[src/rtl/iob_cache_line_fill_buffer.sv]
// Cache line fill buffer: assembles back-end read beats into a full line and
// hands the line plus the requested word to the consumer via valid/ready.
module iob_cache_line_fill_buffer #(
    parameter int DATA_W        = 32,
    parameter int BE_DATA_W     = 64,
    parameter int WORD_OFFSET_W = 3,
    localparam int LINE2BE_W    = WORD_OFFSET_W - $clog2(BE_DATA_W / DATA_W),
    localparam int NBEATS       = 2 ** LINE2BE_W,
    localparam int BA_W         = (LINE2BE_W > 0) ? LINE2BE_W : 1,
    localparam int MW_W         = (WORD_OFFSET_W > 0) ? WORD_OFFSET_W : 1,
    localparam int LINE_W       = BE_DATA_W * NBEATS
) (
    input  logic                 clk_i,
    input  logic                 reset_i,
    input  logic                 miss_valid_i,
    input  logic [MW_W-1:0]      miss_word_i,
    input  logic                 replace_i,
    input  logic                 read_valid_i,
    input  logic [BA_W-1:0]      read_addr_i,
    input  logic [BE_DATA_W-1:0] read_rdata_i,
    output logic                 busy_o,
    output logic                 line_valid_o,
    input  logic                 line_ready_i,
    output logic [LINE_W-1:0]    line_data_o,
    output logic [DATA_W-1:0]    word_o,
    output logic                 err_o
);

    localparam int NWORDS = 2 ** WORD_OFFSET_W;

    typedef enum logic [1:0] {
        IDLE,
        FILL,
        COMMIT
    } state_t;

    state_t              state, state_next;
    logic [NBEATS-1:0]   mask, beat_hit, mask_upd;
    logic                replace_seen;
    logic [MW_W-1:0]     miss_word;
    logic [LINE_W-1:0]   line;
    logic                err, err_next;
    logic [BA_W-1:0]     beat_idx;
    logic [DATA_W-1:0]   word;

    // A single-beat line has no beat address; everything lands in beat 0.
    generate
        if (LINE2BE_W > 0) begin : g_addr
            assign beat_idx = read_addr_i;
        end else begin : g_noaddr
            logic unused_addr;
            assign unused_addr = ^read_addr_i;
            assign beat_idx    = '0;
        end
    endgenerate

    always_comb begin
        beat_hit = '0;
        if (read_valid_i) begin
            for (int unsigned k = 0; k < NBEATS; k++) begin
                if (beat_idx == BA_W'(k)) beat_hit[k] = 1'b1;
            end
        end
    end

    // The beat sampled together with replace_i low still counts toward completeness.
    assign mask_upd = mask | beat_hit;

    always_comb begin
        state_next = state;
        err_next   = 1'b0;
        case (state)
            IDLE: begin
                if (miss_valid_i) state_next = FILL;
            end
            FILL: begin
                if (replace_seen && !replace_i) begin
                    if (&mask_upd) begin
                        state_next = COMMIT;
                    end else begin
                        state_next = IDLE;
                        err_next   = 1'b1;
                    end
                end
            end
            COMMIT: begin
                if (line_ready_i) state_next = IDLE;
            end
            default: state_next = IDLE;
        endcase
    end

    always_ff @(posedge clk_i) begin
        if (reset_i) begin
            state        <= IDLE;
            err          <= 1'b0;
            mask         <= '0;
            replace_seen <= 1'b0;
            miss_word    <= '0;
            line         <= '0;
        end else begin
            state <= state_next;
            err   <= err_next;
            case (state)
                IDLE: begin
                    if (miss_valid_i) begin
                        miss_word    <= (WORD_OFFSET_W > 0) ? miss_word_i : '0;
                        mask         <= '0;
                        replace_seen <= 1'b0;
                    end
                end
                FILL: begin
                    mask <= mask_upd;
                    if (replace_i) replace_seen <= 1'b1;
                    for (int unsigned k = 0; k < NBEATS; k++) begin
                        if (beat_hit[k]) line[k*BE_DATA_W +: BE_DATA_W] <= read_rdata_i;
                    end
                end
                default: ;
            endcase
        end
    end

    always_comb begin
        word = '0;
        for (int unsigned w = 0; w < NWORDS; w++) begin
            if (miss_word == MW_W'(w)) word = line[w*DATA_W +: DATA_W];
        end
    end

    assign busy_o       = (state != IDLE);
    assign line_valid_o = (state == COMMIT);
    assign line_data_o  = line;
    assign word_o       = word;
    assign err_o        = err;

endmodule

[config.mk]
export PLATFORM = sky130hd
export DESIGN_NAME = iob_cache_line_fill_buffer
export DESIGN_NICKNAME = d
export VERILOG_FILES = /design/src/rtl/iob_cache_line_fill_buffer.sv
export SDC_FILE = /design/constraint.sdc
export NUM_CORES = 1
export LEC_CHECK = 0
export ABC_CLOCK_PERIOD_IN_PS = 1750
export BUFFER_PORTS_ARGS = -buffer_cell sky130_fd_sc_hd__clkbuf_2
export CORE_MARGIN = 4
export CORE_UTILIZATION = 46
export CTS_CLUSTER_DIAMETER = 120
export DETAILED_ROUTE_END_ITERATION = 10
export PLACE_DENSITY = 0.76
export SKIP_CTS_REPAIR_TIMING = 1
export SYNTH_ARGS = -nofsm -noshare
export SYNTH_HDL_FRONTEND = slang
export SYNTH_SLANG_ARGS = --single-unit
[constraint.sdc]
create_clock -name clk_i -period 1.75 [get_ports clk_i]
set_clock_uncertainty 0.05 [all_clocks]
set_input_delay 0.2625 -clock clk_i [delete_from_list [all_inputs] [get_ports clk_i]]
set_output_delay 0.2625 -clock clk_i [all_outputs]
set_load 0.03 [all_outputs]
==> results of run 1 <==
[cell usage in the layout, fill, tap and decap left out, drive strengths merged, types with 2 or more instances in the layout]
cell type    synthesis  final
clkbuf              46    379
mux2i               33     33
nand2b               4      4
dfxtp              267    267
or2                  2      2
bufinv               0      5
o21ai               42     42
clkinv               0      6
a21oi              265    265
a211oi               2      2
mux4                31     31
nor2b                6      7
and2                31     31
buf                 70    200
clkinvlp             0      3
nor2                10     10
nand2              555    555
dlygate4sd3          0     67
a221o               31     31
nand3                3      3
nor3                 4      4
[layer usage]
metal / global-route usage / vias to the layer above
li1: - / 5802
met1: 0.3832 / 6196
met2: 0.5150 / 853
met3: 0.05287 / 182
met4: 0.1474 / 0
met5: 0 / -
[registers in the layout, summed over array words and instances, names as in the netlist]
| register | count |
|---|---|
| state | 2 |
| err_o | 1 |
| miss_word | 3 |
| line_data_o | 256 |
| replace_seen | 1 |
| mask | 4 |
[per-stage QoR]
stage	worst slack (ns)	cell area (µm²)	power [W]	hold slack, ns	std cells
final	-0.8681	16730	0.01443	-0.02197	2284
after floorplan	-0.1306	11480	0.007155	0.3410	1414
after CTS	-1.010	15530	0.01418	-0.1213	2191
after global routing	-0.9210	16730	0.01482	0.02580	2284
after global placement	-0.3943	14500	0.007722	0.4015	2140
after detailed placement	-0.4242	14500	0.007741	0.4076	2140
[path summary, 6_finish.rpt]
kind                                    from               end  slack (ns)  depth (start not counted)
worst max register to register      state[1]  line_data_o[250]        0.09                          6
worst min-delay path            miss_valid_i          state[0]       -0.02                          3
worst max-delay path            miss_word[1]        word_o[13]       -0.87                          5
worst min register to register       mask[3]           mask[3]        0.42                          2
[critical path, delay by kind of cell, from the launching register on]
| kind | cells | cell delay [ns] |
|---|---|---|
| multiplexers | 1 | 0.50 |
| flip-flops | 1 | 0.46 |
| buffers and inverters | 2 | 0.34 |
| AO/OA/AOI/OAI | 1 | 0.32 |
| AND/OR/NAND/NOR | 1 | 0.15 |
[layout make-up]
| class | count | area share |
|---|---|---|
| Antenna cell | 1 | 0.0001495 |
| Timing Repair Buffer | 609 | 0.2613 |
| Tap cell | 324 | 0.02423 |
| Clock inverter | 14 | 0.01234 |
| Inverter | 1 | 0.0002243 |
| Multi-Input combinational cell | 1031 | 0.3331 |
| Sequential cell | 267 | 0.3199 |
| Clock buffer | 37 | 0.04875 |
[power by group through the flow]
stage	Clock (W)	Sequential [W]	Combinational [W]
after floorplan	0	0.00658	0.000575
after detailed placement	0	0.00641	0.00133
after global placement	0	0.00640	0.00132
final	0.00652	0.00628	0.00163
after CTS	0.00656	0.00627	0.00134
after global routing	0.00682	0.00629	0.00171
[kinds of logic after synthesis]
logic type,synth area share
AND/OR/NAND/NOR,0.2192
AO/OA/AOI/OAI,0.1662
flip-flops,0.4679
buffers and inverters,0.05575
multiplexers,0.09102
==> flow_metrics.tcl, run 1 <==
set metrics [dict create \
    status "finished, violations left" \
    failed_checks "negative hold slack, negative setup slack" \
    hold_violations 2 \
    rsz0062_at_grt "true" \
    synthArstFlopShare 0 \
    cp.required_ns 1.44 \
    cp_slowest_cell "mux4_2" \
    p_per_area_mw_per_mm2 862.4 \
    yosysTopAreaCell "dfxtp_1" \
    synth.top_cells.by_area "dfxtp_1, nand2_1, a21oi_1" \
    pin_count 366 \
    port_buffers 365 \
    multi_input_area_mm2 0.005574 \
    yosysTopAreaCellShare 0.4679 \
    cts_tree "yes" \
    whs_ns -0.02197 \
    synth_edf_count 0 \
    vias 13030 \
    cts_buffers 28 \
    path_cells "buf_12 -> mux4_2 -> and2_4 -> a221o_2 -> buf_6" \
    fmax_mhz 382.0 \
    drc 0 \
    grt_pass1_vias 11860 \
    clockRootBuffer "clkbuf_16" \
    wl_met3_um 4470 \
    crit_fanout 8 \
    die_area_mm2 0.02742 \
    ir_drop_mv 0.7736 \
    setup_slack_ns -0.8681 \
    crit_type "flip-flop to output pin" \
    clkPwrFrac 0.452 \
    fin_tns_setup_ns -26.53 \
    arrival_ns 2.31 \
    cts_num_sinks 267 \
    startpoint_type "flip-flop" \
    synthesis.nets 1489 \
    nets 2013 \
    critPathMaxStageDelay_ns 0.50 \
    swShare 0.2491 \
    sequentialPowerShare 0.435 \
    hp-class "input pin to flip-flop" \
    syn_area_mm2 0.01142 \
    max-slew-margin-rel 0.6819 \
    ys_seq_elements 267 \
    clkTransAtPathRegs_ns 0.06 \
    ys_warn_count 0 \
    die_x_um 165.6 \
    insertion_delay_ns 0.53 \
    synth-main-ff-cell "dfxtp_1" \
    seq_area_mm2 0.005354 \
    synth-seq-area-share 0.4679 \
    setup_viol 32 \
    p_leak_nw 6.928 \
    switching_power_w 0.003596 \
    nFillCells 1863 \
    syn_inst 1414 \
    initial_core_util 0.4683 \
    grt_pass1_wl_um 65870 \
    syn_avg_cell_area_um2 8.079 \
    area_growth_pct 46.48 \
    final-max-slew-violation-count 0 \
    grt_max_degree 77 \
    ys_top_cells_by_count "nand2_1, dfxtp_1, a21oi_1" \
    drive_above_1_share 0.3517 \
    gp_congestion 0.9863 \
    yosys.cell_count.top_type "nand2_1" \
    antenna_found_initial 1 \
    dr.pass1.iters 7 \
    routed_wl_um 47630 \
    highest_layer "met4" \
    detail-route-antenna-nets 0 \
    via_per_inst 5.706 \
    wl_met2_um 22520 \
    fp-row-count 57 \
    finalCritPeriodShare 1.496 \
    dr.first_iter.drc_count 1491 \
    routedWlPerCell_um 20.85 \
    grt_remaining_overflow 0 \
    postLayoutCoreUtil 0.6861 \
    dp.final_hpwl_um 30730 \
    comb_power_share 0.113 \
    synthDistinctLibCells 38 \
    grt_usage 0.3066 \
    wl_met1_um 18030 \
    die_h_um 165.6 \
    cts_max_path_buffers 3 \
    max_cap_violations 0 \
    finalCriticalPeriod_ns 2.618 \
    p_int_w 0.01084 \
    cts_max_level 1 \
    tightest_slew_ns 0.4762 \
    core_area_mm2 0.02439 \
    worstSetupEndpointType "output pin" \
]
(Power assumes the default switching activity.)
==> run 2: changes to the inputs <==
SKIP_LAST_GASP = 1   (was unset)
==> run 2 against run 1 <==
  * The flow still finishes with violations (negative hold slack, negative setup slack)
  * Sequential share of layout area about the same
  * Largest cell class unchanged
  * Sequential cell count unchanged
  * Worst hold slack got worse by 0.0017 ns
  * Critical endpoint unchanged
  * Largest power group unchanged
==> flow_metrics.tcl, run 2 (synthesized netlist as in run 1, its figures left out) <==
set metrics [dict create \
    drive_above_1_share 0.3517 \
    tightest_slew_ns 0.4568 \
    hold_violations 2 \
    fmax_mhz 381.3 \
    switching_power_w 0.003601 \
    postLayoutCoreUtil 0.6857 \
    max_cap_violations 0 \
    finalCritPeriodShare 1.499 \
    die_h_um 165.6 \
    final-max-slew-violation-count 0 \
    rsz0062_at_grt "true" \
    grt_pass1_vias 11860 \
    drc 0 \
    status "finished, violations left" \
    routedWlPerCell_um 20.86 \
    fin_tns_setup_ns -26.63 \
    cp_slowest_cell "mux4_2" \
    cp.required_ns 1.44 \
    detail-route-antenna-nets 0 \
    fp-row-count 57 \
    arrival_ns 2.31 \
    grt_usage 0.3066 \
    p_int_w 0.01083 \
    die_x_um 165.6 \
    whs_ns -0.02368 \
    path_cells "buf_12 -> mux4_2 -> and2_4 -> a221o_2 -> buf_6" \
    crit_type "flip-flop to output pin" \
    critPathMaxStageDelay_ns 0.50 \
    insertion_delay_ns 0.54 \
    fin_cells 2284 \
    clkPwrFrac 0.452 \
    area_growth_pct 46.42 \
    cts_tree "yes" \
    cts_buffers 28 \
    gp_congestion 0.9863 \
    reg2reg_to "line_data_o[124]" \
    grt_remaining_overflow 0 \
    worstSetupEndpointType "output pin" \
    vias 13040 \
    crit_fanout 8 \
    layout_commonest_cell "nand2_1" \
    failed_checks "negative hold slack, negative setup slack" \
    min-delay-start "miss_valid_i" \
    startpoint_type "flip-flop" \
    cts_num_sinks 267 \
    min_to "state[0]" \
    sequentialPowerShare 0.435 \
    comb_power_share 0.113 \
    fin_area_mm2 0.01673 \
    p_leak_nw 6.926 \
    dp_cells 2140 \
    pin_count 366 \
    grt_pass1_wl_um 65870 \
    hold_depth 3 \
    routed_wl_um 47650 \
    max-slew-margin-rel 0.6948 \
    clkTransAtPathRegs_ns 0.06 \
    cts_max_path_buffers 3 \
    mostFrequentLayoutCells "nand2_1, clkbuf_2, a21oi_1" \
    antenna_found_initial 1 \
    initial_core_util 0.4683 \
    swShare 0.2495 \
    port_buffers 365 \
    ff2ff_path_depth 6 \
    core_area_mm2 0.02439 \
    die_area_mm2 0.02742 \
    largest_reg_flops 256 \
    setup_slack_ns -0.8725 \
    clockRootBuffer "clkbuf_16" \
    p_per_area_mw_per_mm2 863.1 \
    nets 2013 \
    hp-class "input pin to flip-flop" \
    r2r-start "state[1]" \
    ir_drop_mv 0.7769 \
    dr.pass1.iters 6 \
    cts_max_level 1 \
    finalCriticalPeriod_ns 2.622 \
    dr.first_iter.drc_count 1551 \
    dpl-instance-area_mm2 0.01450 \
    dp.final_hpwl_um 30730 \
    grt_max_degree 77 \
    rrSetupSlack_ns 0.04 \
    setup_viol 32 \
    via_per_inst 5.710 \
]
-- run 2: power groups by stage --
| stage | Clock, W | Combinational [W] | Sequential [W] |
|---|---|---|---|
| 6_report | 0.00652 | 0.00163 | 0.00628 |
| 5_1_grt | 0.00682 | 0.00171 | 0.00629 |
| 4_1_cts | 0.00656 | 0.00134 | 0.00627 |
| 3_5_place_dp | 0 | 0.00133 | 0.00641 |
| 3_3_place_gp | 0 | 0.00132 | 0.00640 |
| 2_1_floorplan | 0 | 0.000575 | 0.00658 |
-- run 2: worst max path at each step --
| stage | from | slack (ns) | depth (start not counted) | endpoint |
|---|---|---|---|---|
| floorplan | miss_word[1] | -0.13 | 5 | word_o[13] |
| global placement | miss_word[1] | -0.39 | 5 | word_o[31] |
| detailed placement | miss_word[1] | -0.42 | 5 | word_o[31] |
| CTS | miss_word[1] | -1.01 | 5 | word_o[31] |
| global route | miss_word[1] | -0.92 | 5 | word_o[9] |
| finish | miss_word[1] | -0.87 | 5 | word_o[13] |
-- run 2: layout make-up --
class                   count  area, µm²
fillers                  1865       7665
multi-input cells        1031       5574
flip-flops and latches    267       5354
repair buffers            609       4364
clock buffers              37      815.8
well taps                 324      405.4
clock inverters            14      206.4
inverters                   1      3.754
diodes                      1      2.502
-- run 2: critical path: cells and delay by family (launching register included) --
family	cells	cell delay, ns
simple gates	1	0.15
compound gates	1	0.32
flops	1	0.46
mux	1	0.50
buf+inv	2	0.34
-- run 2: per-stage QoR --
| stage | worst slack (ns) | power [W] |
|---|---|---|
| floorplan | -0.1306 | 0.007155 |
| global placement | -0.3943 | 0.007722 |
| detailed placement | -0.4242 | 0.007741 |
| CTS | -1.010 | 0.01418 |
| global route | -0.9210 | 0.01482 |
| finish | -0.8725 | 0.01444 |
-- run 2: metal layers --
layer,global-route usage,vias up,share of wire
li1,-,5800,-
met1,0.3832,6166,0.38
met2,0.5150,870,0.47
met3,0.05287,206,0.092
met4,0.1474,0,0.057
met5,0,-,0
==> run 3: changes to the inputs <==
CORE_UTILIZATION = 45   (was 46)
PLACE_DENSITY = 0.75   (was 0.76)
SLEW_MARGIN = 20   (was unset)
==> run 3 against run 2 <==
  * The run still ends with negative hold slack, negative setup slack left
  * Register-to-register slack better by 0.05 ns
  * Via count fell by 1.5%
  * Cell count increased by 0.13%
  * Largest cell class unchanged
==> flow_metrics.tcl, run 3 (synthesized netlist as in run 1, its figures left out) <==
set metrics [dict create \
    die_h_um 167.3 \
    grt_pass1_wl_um 67180 \
    dp.final_hpwl_um 30070 \
    grt_max_degree 71 \
    finalCriticalPeriod_ns 2.756 \
    crit_type "flip-flop to output pin" \
    dr.first_iter.drc_count 1542 \
    multi_input_area_mm2 0.005544 \
    rsz0062_at_grt "true" \
    seq_area_mm2 0.005355 \
    die_x_um 167.3 \
    dpl-instance-area_mm2 0.01464 \
    grt_usage 0.2950 \
    cts_max_level 1 \
    final-max-slew-violation-count 0 \
    cts_num_sinks 267 \
    layout_commonest_cell "nand2_1" \
    cp.required_ns 1.44 \
    initial_core_util 0.4550 \
    startpoint_type "flip-flop" \
    diodes 0 \
    drc 0 \
    hp-class "input pin to flip-flop" \
    grt_remaining_overflow 0 \
    power_w 0.01455 \
    p_leak_nw 6.917 \
    port_buffers 365 \
    cts_max_path_buffers 3 \
    postLayoutCoreUtil 0.6645 \
    cts_tree "yes" \
    setup_slack_ns -1.006 \
    via_per_inst 5.615 \
    largest_reg_flops 256 \
    clockRootBuffer "clkbuf_16" \
    nets 2009 \
    routedWlPerCell_um 20.09 \
    fin_tns_setup_ns -28.86 \
    setup_viol 32 \
    arrival_ns 2.44 \
    crit_fanout 13 \
    nFillCells 1962 \
    fin_area_mm2 0.01669 \
    fp-row-count 58 \
    mostFrequentLayoutCells "nand2_1, clkbuf_2, a21oi_1" \
    ir_drop_mv 0.7485 \
    max_cap_violations 0 \
    worstSetupEndpointType "output pin" \
    tightest_slew_ns 0.3617 \
    comb_power_share 0.108 \
    area_growth_pct 46.07 \
    clkPwrFrac 0.461 \
    sequentialPowerShare 0.432 \
    insertion_delay_ns 0.55 \
    status "finished, violations left" \
    routed_wl_um 45950 \
    die_area_mm2 0.02800 \
    finalCritPeriodShare 1.575 \
    cts_buffers 29 \
    drive_above_1_share 0.3408 \
    detail-route-antenna-nets 0 \
    core_area_mm2 0.02511 \
    antenna_found_initial 0 \
    clkTransAtPathRegs_ns 0.06 \
    max-slew-margin-rel 0.7520 \
    failed_checks "negative hold slack, negative setup slack" \
    grt_pass1_vias 12200 \
    hold_violations 4 \
    p_per_area_mw_per_mm2 872.1 \
    p_int_w 0.01095 \
    gp_congestion 0.9536 \
    pin_count 366 \
    swShare 0.2477 \
    fmax_mhz 362.8 \
    switching_power_w 0.003604 \
    vias 12840 \
    whs_ns -0.01928 \
    dr.pass1.iters 6 \
]
[run 3: cell types whose count changed in the layout (fill, tap and decap cells not counted), sizes merged]
cell / previous run / this run
clkinv: 6 / 7
clkinvlp: 3 / 1
bufinv: 5 / 6
nor2b: 7 / 6
diode: 1 / 0
inv: 1 / 2
clkbuf: 379 / 393
buf: 200 / 184
[run 3: final cells by class]
class | count | area share
clock buffers | 39 | 0.04874
clock inverters | 15 | 0.01432
inverters | 1 | 0.0002250
multi-input cells | 1030 | 0.3323
flip-flops and latches | 267 | 0.3209
well taps | 330 | 0.02475
repair buffers | 605 | 0.2588
[run 3: power groups by stage]
stage               Combinational, W  Clock [W]  Sequential (W)
floorplan                   0.000575          0         0.00658
global placement             0.00134          0         0.00641
detailed placement           0.00135          0         0.00641
CTS                          0.00136    0.00677         0.00628
global route                 0.00166    0.00702         0.00629
finish                       0.00157    0.00670         0.00628
[run 3: metrics by stage]
| stage | worst slack (ns) | cells |
|---|---|---|
| detailed placement | -0.3422 | 2153 |
| floorplan | -0.1306 | 1414 |
| finish | -1.006 | 2287 |
| global placement | -0.3123 | 2153 |
| global route | -1.039 | 2287 |
| CTS | -0.9482 | 2207 |
[run 3: final timing paths]
check              startpoint                to  slack, ns  cells past startpoint
min reg2reg  line_data_o[243]  line_data_o[243]       0.42                      2
min          read_rdata_i[33]   line_data_o[33]      -0.02                      3
max              miss_word[1]        word_o[24]      -1.01                      6
max reg2reg          state[1]  line_data_o[201]       0.09                      6
[run 3: layer usage]
layer	up-vias	share of wire	track usage
met5	-	0	0
met4	0	0.049	0.1373
met3	195	0.098	0.05784
met2	878	0.46	0.4669
met1	5970	0.39	0.3912
li1	5798	-	-
[run 3: critical path, cell delays in order (launching register included)]
cell	delay [ns]
dfxtp_4	0.40
buf_4	0.13
buf_4	0.25
mux2i_1	0.39
o21ai_0	0.16
a221o_2	0.37
clkbuf_2	0.19
